===== src/rtl/pam_mul_arbiter.sv =====
`default_nettype none
// ============================================================================
// Module : pam_mul_arbiter
// Round-robin arbiter sharing one exact/approximate 8x8 multiplier core.
// Rev    : 1.0 - initial release
// ============================================================================
module pam_mul_arbiter #(
  parameter int NREQ = 4,
  parameter int TW   = $clog2(NREQ)
) (
  input  logic              clk,
  input  logic              rst_n,
  input  logic [NREQ-1:0]   req_valid,
  output logic [NREQ-1:0]   req_ready,
  input  logic [8*NREQ-1:0] req_x,
  input  logic [8*NREQ-1:0] req_y,
  input  logic              approx_en,
  output logic              resp_valid,
  input  logic              resp_ready,
  output logic [15:0]       resp_z,
  output logic [TW-1:0]     resp_tag,
  output logic              resp_approx,
  input  logic              cnt_clr,
  output logic [15:0]       op_cnt
);

  localparam int                 c_SUM_W   = TW + 1;
  localparam logic [c_SUM_W-1:0] c_NREQ    = c_SUM_W'(NREQ);
  localparam logic [TW-1:0]      c_PTR_RST = TW'(NREQ - 1);
  localparam logic [15:0]        c_CNT_MAX = 16'hFFFF;

  // Exact product, or the l=2 approximation: truncated x[7:2] partial
  // products plus the two compensation terms built from x[1:0].
  function automatic logic [15:0] f_mul(input logic [7:0] x,
                                        input logic [7:0] y,
                                        input logic       approx);
    logic [15:0] w_hi;
    logic [15:0] w_c1;
    logic [15:0] w_c2;
    w_hi = ({10'd0, x[7:2]} * {8'd0, y}) << 2;
    w_c1 = {8'd0, (x[0] & y[5]) | (x[1] & y[5]), 7'd0} +
           {7'd0, x[1] & y[7], 8'd0};
    w_c2 = {8'd0, (x[0] & y[7]) | (x[1] & y[6]), 7'd0};
    if (approx) f_mul = w_hi + w_c1 + w_c2;
    else        f_mul = {8'd0, x} * {8'd0, y};
  endfunction

  logic [TW-1:0]      r_ptr;
  logic               r_valid_a;
  logic [TW-1:0]      r_tag_a;
  logic [7:0]         r_x_a;
  logic [7:0]         r_y_a;
  logic               r_approx_a;
  logic               r_valid_b;
  logic [TW-1:0]      r_tag_b;
  logic [15:0]        r_z_b;
  logic               r_approx_b;
  logic [15:0]        r_op_cnt;

  logic               w_adv_a;
  logic               w_adv_b;
  logic [2*NREQ-1:0]  w_req_dbl;
  logic [c_SUM_W-1:0] w_shift;
  logic [NREQ-1:0]    w_req_rot;
  logic               w_any;
  logic [c_SUM_W-1:0] w_off;
  logic [c_SUM_W-1:0] w_sum;
  logic [TW-1:0]      w_win;
  logic               w_accept;
  logic [7:0]         w_sel_x;
  logic [7:0]         w_sel_y;
  logic [15:0]        w_z_a;
  logic               w_fire;

  assign w_adv_b = !r_valid_b || resp_ready;
  assign w_adv_a = !r_valid_a || w_adv_b;

  // Rotate the request vector so bit 0 is the requester right after r_ptr.
  assign w_req_dbl = {req_valid, req_valid};
  assign w_shift   = {1'b0, r_ptr} + c_SUM_W'(1);
  assign w_req_rot = NREQ'(w_req_dbl >> w_shift);

  always_comb begin
    w_any = 1'b0;
    w_off = '0;
    for (int j = NREQ - 1; j >= 0; j--) begin
      if (w_req_rot[j]) begin
        w_any = 1'b1;
        w_off = c_SUM_W'(j);
      end
    end
  end

  assign w_sum    = {1'b0, r_ptr} + c_SUM_W'(1) + w_off;
  assign w_win    = TW'((w_sum >= c_NREQ) ? (w_sum - c_NREQ) : w_sum);
  assign w_accept = w_any && w_adv_a;

  always_comb begin
    req_ready = '0;
    if (w_accept) req_ready[w_win] = 1'b1;
  end

  always_comb begin
    w_sel_x = '0;
    w_sel_y = '0;
    for (int i = 0; i < NREQ; i++) begin
      if (w_win == TW'(i)) begin
        w_sel_x = req_x[8*i +: 8];
        w_sel_y = req_y[8*i +: 8];
      end
    end
  end

  // Stage A: captured operands; ptr only moves on an actual accept.
  always_ff @(posedge clk or negedge rst_n) begin
    if (!rst_n) begin
      r_valid_a  <= 1'b0;
      r_tag_a    <= '0;
      r_x_a      <= '0;
      r_y_a      <= '0;
      r_approx_a <= 1'b0;
      r_ptr      <= c_PTR_RST;
    end else if (w_adv_a) begin
      r_valid_a <= w_accept;
      if (w_accept) begin
        r_tag_a    <= w_win;
        r_x_a      <= w_sel_x;
        r_y_a      <= w_sel_y;
        r_approx_a <= approx_en;
        r_ptr      <= w_win;
      end
    end
  end

  assign w_z_a = f_mul(r_x_a, r_y_a, r_approx_a);

  // Stage B: registered product, drives the response port.
  always_ff @(posedge clk or negedge rst_n) begin
    if (!rst_n) begin
      r_valid_b  <= 1'b0;
      r_tag_b    <= '0;
      r_z_b      <= '0;
      r_approx_b <= 1'b0;
    end else if (w_adv_b) begin
      r_valid_b <= r_valid_a;
      if (r_valid_a) begin
        r_tag_b    <= r_tag_a;
        r_z_b      <= w_z_a;
        r_approx_b <= r_approx_a;
      end
    end
  end

  assign w_fire = r_valid_b && resp_ready;

  always_ff @(posedge clk or negedge rst_n) begin
    if (!rst_n) begin
      r_op_cnt <= '0;
    end else if (cnt_clr) begin
      r_op_cnt <= '0;
    end else if (w_fire && (r_op_cnt != c_CNT_MAX)) begin
      r_op_cnt <= r_op_cnt + 16'd1;
    end
  end

  assign resp_valid  = r_valid_b;
  assign resp_z      = r_z_b;
  assign resp_tag    = r_tag_b;
  assign resp_approx = r_approx_b;
  assign op_cnt      = r_op_cnt;

endmodule
`default_nettype wire


===== config.mk =====
export PLATFORM = sky130hd
export DESIGN_NAME = pam_mul_arbiter
export DESIGN_NICKNAME = d
export VERILOG_FILES = /design/src/rtl/pam_mul_arbiter.sv
export SDC_FILE = /design/constraint.sdc
export NUM_CORES = 1
export LEC_CHECK = 0
export CAP_MARGIN = 20
export CORE_UTILIZATION = 59
export DETAILED_ROUTE_END_ITERATION = 10
export PLACE_DENSITY_LB_ADDON = 0.2
export SYNTH_ARGS = -nofsm -noshare
export SYNTH_HDL_FRONTEND = slang
export SYNTH_SLANG_ARGS = --single-unit

===== constraint.sdc =====
create_clock -name clk -period 9.1 [get_ports clk]
set_clock_uncertainty 0.05 [all_clocks]
set_input_delay 1.82 -clock clk [delete_from_list [all_inputs] [get_ports clk]]
set_output_delay 1.82 -clock clk [all_outputs]
set_load 0.03 [all_outputs]

==> out/metrics.csv <==
stage,metric,value,unit
die,start_util,61.0,%
die,io_pins,113,
detailed_routing,ant_nets,0,
global_route,grt-ovfl-total,0,
place,dpl.hpwl,12500,um
finish,area_growth,23.3,%
timing,grt_setup_unrepaired,false,
worst_setup_path,reg2reg_slack,4180,ps
synthesis,post-synth-top-area-cell,dfrtp_1,
die,row_count,38,
run_status,run_status,completed,
place,finalWeightedCongestion,0.857,
timing,tns,0,ps
timing,period_share,74.4,%
worst_setup_path,end_kind,primary output,
synthesis,seq_area_frac_synth,21.8,%
min_path,hold_class,flop to flop,
timing,slew_violations,0,
clock_tree,htreeDepth,3,
clock_tree,clock-root-buffer,clkbuf_16,
clock_tree,cts_hold_buf,0,
die,die_w,108,um
clock_tree,post_cts.repair.setup_buffers,0,
detailed_routing,vias,5567,
global_route,antenna_found_initial,0,
synthesis,synth_top_area_share,21.0,%
synthesis,synth_edf_count,0,
die,die_h,108,um
finish,diodes,0,
synthesis,synthFlopType,dfrtp_1,
detailed_routing,drc,0,
timing,tightest_slew,910,ps
detailed_routing,drt_iter0_markers,253,
clock_tree,clkTransAtPathRegs,50,ps
worst_setup_path,cp_max_fo,20,
timing,fin_crit,6770,ps
finish,fin_nets,1013,
synthesis,synth_common_cells,"118 x inv_1, 65 x nand2_1, 64 x ha_1",
detailed_routing,detail_route.first_pass.iterations,5,
clock_tree,cts_num_sinks,58,
finish,drive_gt1_share,6.18,%
synthesis,synth.area.top_cells,"dfrtp_1 21%, fa_1 17%, ha_1 12%, inv_1 6.6%, mux4_1 6.3%",
detailed_routing,viasPerCell,5.77,
synthesis,yosysMostFrequentCell,inv_1,
detailed_routing,totalWireLength,16100,um
worst_setup_path,critPathLaunchType,input port,
global_route,grt_pass1_vias,5773,
timing,slew_headroom,39.3,%
synthesis,syn_area,0.00667,sq mm
timing,hold_viol_final,0,
synthesis,synth_cell_types,62,
timing,fmax,0.148,GHz
clock_tree,cts_tree,done,
worst_setup_path,critPathRequiredTime,7230,ps
clock_tree,clock_path_buffers,2,
global_route,globalRouteTotalUtil,29.2,%
die,core_area,0.0109,sq mm
place,io_buffers,112,
clock_tree,ctsResizeCount,0,
synthesis,async_flop_share,100,%
clock_tree,worstSkewPairLatency,330,ps
synthesis,ys.warnings.count,0,
clock_tree,cts_inserted_buffers,9,
global_route,grt_max_degree,59,
synthesis,synthesis.nets,905,
detailed_routing,wl_per_cell,16.7,um
synthesis,ys_seq_elements,58,
synthesis,synthCells,712,
worst_setup_path,path_class,input port to primary output,
synthesis,syn_avg_cell_area,9.37,sq um
global_route,grt_pass1_wl,26600,um
flow_run,drv_cap,0,
die,die-area,0.0117,sq mm
timing,finalSetupViolCount,0,
worst_setup_path,critPathArrivalTime,4900,ps
## stage by stage
stage          utilization (%)  setup WS (ps)  instance area (sq um)  hold WS (ps)  instances
5_1_grt                   75.2           2120                   8220           460        965
3_3_place_gp              72.1           2230                   7890           415        947
3_5_place_dp              72.1           2010                   7890           415        947
6_report                  75.2           2330                   8220           427        965
4_1_cts                   74.8           2020                   8180           432        963
2_1_floorplan                -           3420                   6670           389        712
## final cells by class
cell class                 instances  area, sq um
sequential                        58         1450
multi-input combinational        514         4670
clock buffer                      11          243
fill                             806         2710
clock inverter                     5         53.8
tap                              140          175
timing repair buffer             116         1170
inverter                         121          454
## layout by cell type (no fill, tap or decap), types with 4 or more instances in the layout
cell type / instances
inv_1: 118
a21oi_1: 17
or3_1: 4
mux2_2: 15
o21a_1: 6
a21o_1: 8
nand3_1: 17
ha_1: 64
and3_1: 4
nor3_1: 14
o21ai_1: 8
o211ai_1: 4
mux2i_1: 7
nor2_1: 47
clkdlybuf4s50_1: 111
nand2_1: 65
nand2b_1: 8
clkbuf_16: 9
xnor2_1: 17
dfrtp_1: 56
a211oi_1: 5
mux4_1: 16
and2_1: 43
nor2b_1: 5
a31oi_1: 5
fa_1: 56
xor2_1: 15
o21ai_0: 21
## worst paths after layout
kind,from,end,cells after the start
worst max-delay path,req_valid[2],req_ready[2],9
worst min-delay path,resp_z[3],resp_z[3],2
worst max register to register,r_x_a[7],resp_z[11],16
worst min register to register,resp_z[3],resp_z[3],2
max in group asynchronous,rst_n,r_x_a[2],2
min in group asynchronous,rst_n,op_cnt[14],2
## worst max-delay path: stages
cell and delay [ps]:
clkdlybuf4s50_1 520, nor2_1 310, nand2_1 90, o221ai_1 210, a21oi_1 70, ha_1 890
nand2_1 160, nor2_1 150, clkdlybuf4s50_1 680
## metal layers
metal  up-vias  global-route usage, %  share of wire (%)
met5         -                      0                  0
met4         0                   12.5                2.7
met3        36                   4.16                3.9
met2       160                   52.0                 54
met1      2766                   35.3                 39
li1       2605                      -                  -
## registers in the layout, indices dropped and copies added (netlist names)
| signal | cells |
|---|---|
| r_tag_a | 2 |
| r_x_a | 8 |
| op_cnt | 16 |
| r_y_a | 8 |
| resp_tag | 2 |
| r_ptr | 2 |
| r_valid_a | 1 |
| resp_valid | 1 |
| resp_approx | 1 |
| r_approx_a | 1 |
| resp_z | 16 |
## cells by family (layout without fill, tap and decap cells)
family | after synthesis | in the layout | share of synthesized area, %
buffers and inverters | 140 | 253 | 8.21
and+or+nand+nor | 220 | 220 | 16.4
xor gates and xnor gates | 33 | 33 | 4.44
muxes | 39 | 39 | 10.1
adders and majority gates | 120 | 120 | 28.8
DFF | 58 | 58 | 21.8
AOI/OAI and AO/OA | 102 | 102 | 10.3
Power is left out: the tool's default activity adds up to more than one toggle a clock period on the data nets, which glitch-free logic cannot reach.
